--- config.mk ---
export PLATFORM = sky130hd
export DESIGN_NAME = csk_subtractor_seq_flat
export DESIGN_NICKNAME = d
export VERILOG_FILES = /design/src/rtl/csk_pkg.sv /design/src/rtl/csk_subtractor_seq_if.sv /design/src/rtl/csk_sub_block.sv /design/src/rtl/csk_subtractor_seq.sv /design/src/flat_wrapper.sv
export SDC_FILE = /design/constraint.sdc
export NUM_CORES = 1
export LEC_CHECK = 0
export ABC_CLOCK_PERIOD_IN_PS = 3150
export BUFFER_PORTS_ARGS = -buffer_cell sky130_fd_sc_hd__buf_4
export CAP_MARGIN = 20
export CORE_AREA = 2 2 99 101
export DETAILED_ROUTE_END_ITERATION = 8
export DIE_AREA = 0 0 101 103
export PLACE_DENSITY = 0.54
export SLEW_MARGIN = 40
export SYNTH_ARGS = -nofsm -noshare
export SYNTH_HDL_FRONTEND = slang
export SYNTH_SLANG_ARGS = --single-unit
--- constraint.sdc ---
create_clock -name clk -period 3.15 [get_ports clk]
set_input_delay 0.315 -clock clk [delete_from_list [all_inputs] [get_ports clk]]
set_output_delay 0.315 -clock clk [all_outputs]
set_load 0.01 [all_outputs]
--- src/rtl/csk_pkg.sv ---
// Shared types and sizing helpers for the borrow-skip subtractor.
// Provides the FSM state enum, default block size and counter sizing.
package csk_pkg;

  typedef enum logic [1:0] {
    IDLE = 2'd0,
    RUN  = 2'd1,
    DONE = 2'd2
  } state_t;

  localparam int CSK_BLK = 4;

  function automatic int nblk(
    input int width,
    input int blk
  );
    return width / blk;
  endfunction

  // A single-block build still needs a 1-bit counter.
  function automatic int cnt_w(input int n);
    return (n > 1) ? $clog2(n) : 1;
  endfunction

endpackage

--- src/rtl/csk_subtractor_seq_if.sv ---
// Operand/result handshake bundle for csk_subtractor_seq.
// master: drives operands and out_ready; slave: the subtractor.
// OVF is present only when CSK_SUB_OVF_EN is defined.
interface csk_subtractor_seq_if #(
  parameter int WIDTH = 16
);
  logic             in_valid;
  logic             in_ready;
  logic [WIDTH-1:0] A;
  logic [WIDTH-1:0] B;
  logic             BIN;
  logic             out_valid;
  logic             out_ready;
  logic [WIDTH-1:0] DIFF;
  logic             BOUT;
`ifdef CSK_SUB_OVF_EN
  logic             OVF;
`endif

  modport master (
    output in_valid,
    input  in_ready,
    output A,
    output B,
    output BIN,
    input  out_valid,
    output out_ready,
    input  DIFF,
`ifdef CSK_SUB_OVF_EN
    input  OVF,
`endif
    input  BOUT
  );

  modport slave (
    input  in_valid,
    output in_ready,
    input  A,
    input  B,
    input  BIN,
    output out_valid,
    input  out_ready,
    output DIFF,
`ifdef CSK_SUB_OVF_EN
    output OVF,
`endif
    output BOUT
  );

endinterface

--- src/rtl/csk_sub_block.sv ---
// Combinational BLK-bit borrow-skip subtractor: d = a - b - bin.
// Ports: a, b (BLK), bin -> d (BLK), bout (block borrow-out).
module csk_sub_block
  import csk_pkg::*;
#(
  parameter int BLK = CSK_BLK
) (
  input  logic [BLK-1:0] a,
  input  logic [BLK-1:0] b,
  input  logic           bin,
  output logic [BLK-1:0] d,
  output logic           bout
);

  logic [BLK-1:0] p;
  logic [BLK-1:0] g;
  logic [BLK:0]   c;

  assign p = ~(a ^ b);
  assign g = ~a & b;

  always_comb begin
    c    = '0;
    c[0] = bin;
    for (int i = 0; i < BLK; i++) begin
      c[i+1] = g[i] | (p[i] & c[i]);
    end
  end

  assign d = a ^ b ^ c[BLK-1:0];

  // When every bit propagates, the borrow bypasses the ripple chain.
  assign bout = (&p) ? bin : c[BLK];

endmodule

--- src/rtl/csk_subtractor_seq.sv ---
// Multi-cycle borrow-skip subtractor, one BLK-bit block per clock.
// Ports: clk, rst (async, active-high), bus (slave handshake bundle:
// in_valid/in_ready/A/B/BIN in, out_valid/out_ready/DIFF/BOUT out).
// Optional macro CSK_SUB_OVF_EN adds the registered OVF output.
module csk_subtractor_seq
  import csk_pkg::*;
#(
  parameter int WIDTH = 16,
  parameter int BLK   = CSK_BLK
) (
  input  logic                 clk,
  input  logic                 rst,
  csk_subtractor_seq_if.slave  bus
);

  localparam int NBLK = nblk(WIDTH, BLK);
  localparam int CW   = cnt_w(NBLK);
  localparam logic [CW-1:0] LAST = CW'(NBLK - 1);

  if ((WIDTH % BLK) != 0) begin : g_bad_width
    $error("WIDTH must be a multiple of BLK");
  end

  state_t           state;
  logic [WIDTH-1:0] a_q;
  logic [WIDTH-1:0] b_q;
  logic [WIDTH-1:0] diff_q;
  logic [CW-1:0]    cnt_q;
  logic             brw_q;
  logic             bout_q;
  logic             in_ready_q;
  logic             out_valid_q;

  logic [BLK-1:0]   a_blk;
  logic [BLK-1:0]   b_blk;
  logic [BLK-1:0]   d_blk;
  logic             bo_blk;

  assign a_blk = a_q[int'(cnt_q) * BLK +: BLK];
  assign b_blk = b_q[int'(cnt_q) * BLK +: BLK];

  csk_sub_block #(
    .BLK (BLK)
  ) u_blk (
    .a    (a_blk),
    .b    (b_blk),
    .bin  (brw_q),
    .d    (d_blk),
    .bout (bo_blk)
  );

  always_ff @(posedge clk or posedge rst) begin
    if (rst) begin
      state       <= IDLE;
      a_q         <= '0;
      b_q         <= '0;
      diff_q      <= '0;
      cnt_q       <= '0;
      brw_q       <= 1'b0;
      bout_q      <= 1'b0;
      in_ready_q  <= 1'b1;
      out_valid_q <= 1'b0;
    end else begin
      unique case (state)
        IDLE: begin
          if (bus.in_valid) begin
            a_q        <= bus.A;
            b_q        <= bus.B;
            brw_q      <= bus.BIN;
            cnt_q      <= '0;
            in_ready_q <= 1'b0;
            state      <= RUN;
          end
        end
        RUN: begin
          diff_q[int'(cnt_q) * BLK +: BLK] <= d_blk;
          brw_q <= bo_blk;
          cnt_q <= cnt_q + 1'b1;
          if (cnt_q == LAST) begin
            bout_q      <= bo_blk;
            out_valid_q <= 1'b1;
            state       <= DONE;
          end
        end
        DONE: begin
          if (bus.out_ready) begin
            out_valid_q <= 1'b0;
            in_ready_q  <= 1'b1;
            state       <= IDLE;
          end
        end
        default: begin
          state       <= IDLE;
          in_ready_q  <= 1'b1;
          out_valid_q <= 1'b0;
        end
      endcase
    end
  end

`ifdef CSK_SUB_OVF_EN
  logic ovf_q;

  // Sign of the result comes from the top block being written this cycle.
  always_ff @(posedge clk or posedge rst) begin
    if (rst) begin
      ovf_q <= 1'b0;
    end else if (state == RUN && cnt_q == LAST) begin
      ovf_q <= (a_q[WIDTH-1] != b_q[WIDTH-1]) &&
               (d_blk[BLK-1] != a_q[WIDTH-1]);
    end
  end

  assign bus.OVF = ovf_q;
`endif

  assign bus.in_ready  = in_ready_q;
  assign bus.out_valid = out_valid_q;
  assign bus.DIFF      = diff_q;
  assign bus.BOUT      = bout_q;

endmodule
--- src/flat_wrapper.sv ---
// flat-port wrapper written by rule: the top's interface ports become plain ports
module csk_subtractor_seq_flat import csk_pkg::*;
#(
  parameter int WIDTH = 16,
  parameter int BLK   = CSK_BLK
)
  (clk, rst, bus_in_valid, bus_in_ready, bus_A, bus_B, bus_BIN, bus_out_valid, bus_out_ready, bus_DIFF, bus_BOUT);
  csk_subtractor_seq_if #(.WIDTH(WIDTH)) bus_i ();
  input  logic clk;
  input  logic rst;
  input wire logic [$bits(bus_i.in_valid)-1:0] bus_in_valid;
  output wire logic [$bits(bus_i.in_ready)-1:0] bus_in_ready;
  input wire logic [$bits(bus_i.A)-1:0] bus_A;
  input wire logic [$bits(bus_i.B)-1:0] bus_B;
  input wire logic [$bits(bus_i.BIN)-1:0] bus_BIN;
  output wire logic [$bits(bus_i.out_valid)-1:0] bus_out_valid;
  input wire logic [$bits(bus_i.out_ready)-1:0] bus_out_ready;
  output wire logic [$bits(bus_i.DIFF)-1:0] bus_DIFF;
  output wire logic [$bits(bus_i.BOUT)-1:0] bus_BOUT;
  assign bus_i.in_valid = bus_in_valid;
  assign bus_in_ready = bus_i.in_ready;
  assign bus_i.A = bus_A;
  assign bus_i.B = bus_B;
  assign bus_i.BIN = bus_BIN;
  assign bus_out_valid = bus_i.out_valid;
  assign bus_i.out_ready = bus_out_ready;
  assign bus_DIFF = bus_i.DIFF;
  assign bus_BOUT = bus_i.BOUT;
  csk_subtractor_seq #(.WIDTH(WIDTH), .BLK(BLK)) u_core (.clk(clk), .rst(rst), .bus(bus_i));
endmodule
## Yosys cells after proc, flatten, opt, wreduce, memory -nomap -nowiden

Cells that the tools add are included.

- Add/subtract/negate cells: 2
- Multipliers: 0
- Div/mod/pow operators: 0
- Magnitude comparators: 0
- Eq/ne operators: 6
- Shift operators: 4
- Multiplexer cells: 16
- Bitwise operators: 15
- Reduce and logical (&&, ||, !) cells: 9

Operators by type and width:

| operator | number |
|---|---|
| negation 4 -> 33 bit | 1 |
| variable shift 4 x 33 -> 16 bit, first input constant | 1 |
| variable part select 4 x 33 -> 16 bit | 1 |
| variable part select 16 x 5 -> 4 bit | 2 |
| bitwise mux 16 bit | 1 |
| AND reduction 3 bit | 3 |
| two-way mux 2 bit | 4 |
| inverter 4 bit | 2 |
| bitwise XOR 4 bit | 2 |
| two-way mux 1 bit | 6 |
| one-hot mux 1 bit (3 select lines) | 2 |
| one-hot mux 2 bit (3 select lines) | 1 |
| AND reduction 2 bit | 3 |
| bitwise AND 1 bit | 4 |
| bitwise AND 4 bit | 1 |
| == test 2 bit, second input constant | 2 |
| != test 2 bit, second input constant | 2 |
| bitwise OR 1 bit | 4 |
| one-hot mux 2 bit (2 select lines) | 1 |
| AND reduction 4 bit | 1 |
| adder 2 x 1 -> 2 bit, second input constant | 1 |
| == test 2 x 1 -> 1 bit, second input constant | 1 |
| zero test 2 bit | 1 |
| != test 2 x 1 -> 1 bit, second input constant | 1 |
| 3 further kinds | 4 |

- Bits in registers: 56
- Latch bits: 0
- Bits in writable memories: 0
- ROM bits: 0
- Output and inout port bits: 19
- Word-level logic and storage cells: 61
- Memories: 0

## Depth between registers and ports, before layout

- Word-level depth: 13
- Depth in mapped cells: 12
- Mapped depth without buffers: 10

## Hierarchy

A second synthesis with hierarchy kept.

- Cell total of the unflattened synthesis: 193
- Area total of the unflattened synthesis: 2728.9 µm²

By module, submodules not included:

| module | times used | cells an instance | area each (µm²) | seq. area each (µm²) |
|---|---|---|---|---|
| csk_subtractor_seq | 1 | 172 | 2541.2 | 1402.6 |
| csk_sub_block | 1 | 21 | 187.7 | 0.0 |

## Worst setup path before layout

No wires, ideal clock.

- Path type: register to register
- From: reg u_core.cnt_q[0]
- To: reg u_core.diff_q[11] (netlist: u_core.bus.DIFF[11])
- Library setup time: 0.110 ns
- Arrival: 3.105 ns
- Required time: 3.040 ns
- Setup slack: -0.065 ns
- Cell stages (with the launch flop): 12
- Buffers on the path: 2
- Clock period less this slack: 3.215 ns
- Path through: dfrtp_1 buf_2 buf_4 mux4_2 inv_1 fa_1 inv_1 fa_1 fa_1 inv_1 fa_1 o41ai_1

- Word-level cells in the longest chain between the ends: 12

RTL lines:

| element | RTL line | text |
|---|---|---|
| start, declared | csk_subtractor_seq.sv:28 | `logic [CW-1:0] cnt_q;` |
| start signal, assigned | csk_subtractor_seq.sv:78 | `cnt_q <= cnt_q + 1'b1;` |
| variable part select 16 x 5 -> 4 bit, on equally long branches | csk_subtractor_seq.sv:39, csk_subtractor_seq.sv:40 |  |
| bitwise XOR 4 bit | csk_sub_block.sv:19, csk_sub_block.sv:30 |  |
| inverter 4 bit | csk_sub_block.sv:19 | `assign p = ~(a ^ b);` |
| bitwise AND 1 bit | csk_sub_block.sv:26 | `c[i+1] = g[i] \| (p[i] & c[i]);` |
| bitwise OR 1 bit | csk_sub_block.sv:26 |  |
| bitwise AND 1 bit | csk_sub_block.sv:26 |  |
| bitwise OR 1 bit | csk_sub_block.sv:26 |  |
| bitwise AND 1 bit | csk_sub_block.sv:26 |  |
| bitwise OR 1 bit | csk_sub_block.sv:26 |  |
| bitwise XOR 4 bit | csk_sub_block.sv:30 | `assign d = a ^ b ^ c[BLK-1:0];` |
| variable part select 4 x 33 -> 16 bit | csk_subtractor_seq.sv:76 | `diff_q[int'(cnt_q) * BLK +: BLK] <= d_blk;` |
| bitwise mux 16 bit * | csk_subtractor_seq.sv:76 |  |
| end signal, assigned by index | csk_subtractor_seq.sv:76 |  |
| end, declared | csk_subtractor_seq.sv:27 | `logic [WIDTH-1:0] diff_q;` |

Every way passes the cells marked *; elsewhere a longest branch is shown, timed or not.
A chain may end at the register's enable or synchronous reset.

## Final worst setup path

Same ends and word-level chain as after synthesis.

==> results.json <==
{
  "status": "finished, final reports clean",
  "dp.cells": 428,
  "initial_utilization": 0.289,
  "r2r-end": "u_core.bus.DIFF[11]",
  "multi_input_area_um2": 1210,
  "yosysSeqAreaShare": 0.513,
  "setup_violations": 0,
  "yosysWarnings": 0,
  "fin_nets": 372,
  "port_buffers": 55,
  "post_drt_wl_per_cell_um": 13.8,
  "worst_ep_required_time_ns": 3.36,
  "fp-row-count": 36,
  "clk_latency_ns": 0.32,
  "synth-xor-area-share": 0,
  "drt_iter0_drc": 32,
  "cts_resized": 0,
  "synthToLayoutAreaGrowth_pct": 22.8,
  "vias": 1988,
  "io_pins": 56,
  "cts_tree": "built",
  "startpoint_type": "flip-flop",
  "drv_slew": 0,
  "cts.htree.levels": 2,
  "grt_pass1_wl_um": 10200,
  "cts_hold_buf": 0,
  "syn_nets": 316,
  "slew_headroom": 0.565,
  "async_reset_ff_frac": 1.00,
  "drc": 0,
  "worstSetupStartpoint": "u_core.cnt_q[0]",
  "fin_worst_skew_ns": 0.0128,
  "regToRegSetupSlack_ns": 0.17,
  "path_cells": "mux4_2, inv_1, fa_1, inv_1, fa_1, fa_1, inv_1, fa_2, o41ai_2",
  "rr_worst_depth": 9,
  "grt_usage": 0.125,
  "die_area_um2": 10400,
  "criticalPathCategory": "flip-flop to flip-flop",
  "critPathMaxFanout": 4,
  "hold_viol": 0,
  "leakage_uw": 0.00169,
  "syn-instance-count": 265,
  "place_ws_ns": 0.139,
  "min_path_type": "primary input to async pin",
  "max_freq_mhz": 335,
  "synth-edff-count": 0,
  "powerDensity_nw_per_um2": 1070,
  "place.gp.congestion": 0.737,
  "synth_cell_type_count": 32,
  "min_period_over_period": 0.946,
  "clk_path_buf_depth": 2,
  "slowest_delay_ns": 0.50,
  "ys.flop_type": "dfrtp_1",
  "vdd_ir_drop_max_mv": 0.333,
  "path_clk_slew_ns": 0.11,
  "overflow": 0,
  "end_kind": "flip-flop",
  "muxShareOfSynthArea": 0.0732,
  "coreArea_um2": 9460,
  "synth_top_family_by_area": "simple AND/OR/NAND/NOR gates",
  "period_minus_slack_ns": 2.98,
  "first_pass_iters": 4,
  "drv_cap": 0,
  "yosys.area_share.simple": 0.215,
  "synth_area_per_cell_um2": 10.3,
  "fill_cells": 1014,
  "die_width_um": 101,
  "grt_pass1_vias": 2097,
  "worst_path_max_delay_cell": "mux4_2",
  "fin_ws_ns": 0.169,
  "finalSetupTns_ns": 0,
  "regArea_um2": 1400,
  "antenna_found_initial": 0,
  "ctsRootBufferMaster": "clkbuf_8",
  "hpwl_um": 4460,
  "synth-compound-area-share": 0.0718,
  "post_cts_buffers": 0,
  "postSynthRegisterBits": 56,
  "clock_sinks": 56,
  "antennaDiodeCount": 0,
  "cts-buffers-inserted": 5,
  "drive_above_1_share": 0.273,
  "synth_adder_area_share": 0.0750,
  "routed_wl_um": 6000,
  "timing.rr.start": "u_core.cnt_q[0]",
  "viasPerCell": 4.56,
  "fp.dieH_um": 103,
  "grt_max_degree": 35,
  "fin_cells": 436,
  "worstPathArrival_ns": 3.20,
  "ant_nets": 0,
  "syn_area_um2": 2740,
  "worst_pin_slew_ns": 0.651
}
-- worst max path at each step --
| stage | end | slack (ns) |
|---|---|---|
| 6_report | u_core.bus.DIFF[11] | 0.17 |
| 4_1_cts | u_core.bus.DIFF[15] | 0.12 |
| 3_5_place_dp | u_core.bus.DIFF[7] | 0.14 |
| 5_1_grt | u_core.bus.DIFF[11] | -0.005 |
| 2_1_floorplan | u_core.bus.DIFF[11] | 0.01 |
| 3_3_place_gp | u_core.bus.DIFF[15] | 0.22 |
-- layout by cell type, fill, tap and decap left out, types with 2 or more instances in the layout --
master    instances
fa_1              3
o21ai_0           5
a21oi_1           3
nand2b_1          5
o21ai_1           2
nand2_1         115
o41ai_2           3
clkbuf_8          5
inv_1            11
o41ai_1           3
ha_1             10
o31ai_1           7
mux2i_1           2
a22o_1            2
nand3b_2          3
buf_4            62
mux4_2            8
dfrtp_1          55
-- logic make-up (layout without fill, tap and decap cells) --
group | after synthesis | count (layout)
AOI/OAI and AO/OA | 28 | 28
DFF | 56 | 56
adders and majority gates | 14 | 14
and+or+nand+nor | 132 | 132
buffers and inverters | 25 | 82
muxes | 10 | 10
-- through the flow --
| stage | util | cell area (um^2) | power [uW] | hold slack (ns) |
|---|---|---|---|---|
| after floorplan | - | 2740 | 2580 | 0.420 |
| after detailed placement | 0.343 | 3250 | 3160 | 0.456 |
| after global routing | 0.355 | 3360 | 3960 | 0.140 |
| after global placement | 0.343 | 3250 | 3140 | 0.442 |
| final | 0.355 | 3360 | 3590 | 0.0793 |
| after CTS | 0.353 | 3330 | 3580 | 0.0989 |
-- per-layer routing --
| metal | wire length, um | share of wire | track usage | up-vias |
|---|---|---|---|---|
| met1 | 2870 | 0.48 | 0.167 | 957 |
| met5 | 0 | 0 | 0 | - |
| met2 | 2880 | 0.48 | 0.211 | 42 |
| li1 | - | - | - | 983 |
| met4 | 50 | 0.0083 | 0.0281 | 0 |
| met3 | 204 | 0.034 | 0.0271 | 6 |
-- power breakdown --
part	internal, uW	total, uW	switching (uW)	leakage, uW
registers	1030	1240	212	0.000708
clock network	159	400	241	0.0000414
logic	852	1950	1100	0.000943
total	2040	3590	1550	0.00169
-- critical path: cells and delay by family, from the launching register on --
family,cells,cell delay [ns]
adder cells (fa/ha/maj),4,1.45
AO/OA/AOI/OAI,1,0.31
flip-flops,1,0.38
multiplexers,1,0.50
buffers and inverters,3,0.24
-- sequential cells by signal (all words and copies together), names as in the netlist --
register / cells
u_core.b_q: 16
u_core.brw_q: 1
u_core.cnt_q: 2
u_core.bus.DIFF: 16
u_core.bus.BOUT: 1
u_core.state: 2
u_core.bus.in_ready: 1
u_core.a_q: 16
u_core.bus.out_valid: 1
-- Yosys cell counts, types with 2 or more instances --
cell type / instances / area (um^2)
nand2_1: 115 / 432
mux2i_1: 2 / 20.0
o41ai_1: 6 / 52.6
o21ai_1: 2 / 10.0
dfrtp_1: 55 / 1380
inv_1: 12 / 45.0
a22o_1: 2 / 17.5
nand3b_2: 3 / 33.8
clkbuf_1: 2 / 7.51
o31ai_1: 7 / 52.6
o21ai_0: 5 / 25.0
ha_1: 10 / 125
a21oi_1: 3 / 15.0
buf_6: 5 / 56.3
fa_1: 4 / 80.1
nand2b_1: 5 / 31.3
buf_2: 4 / 20.0
buf_4: 2 / 15.0
mux4_2: 8 / 180
-- final cells by class --
| class | count | share of cell area |
|---|---|---|
| Inverter | 12 | 0.0134 |
| Clock buffer | 6 | 0.0216 |
| Tap cell | 114 | 0.0425 |
| Multi-Input combinational cell | 184 | 0.362 |
| Clock inverter | 2 | 0.00484 |
| Timing Repair Buffer | 62 | 0.139 |
| Sequential cell | 56 | 0.418 |
No activity file was read; power rests on OpenSTA's default activity.
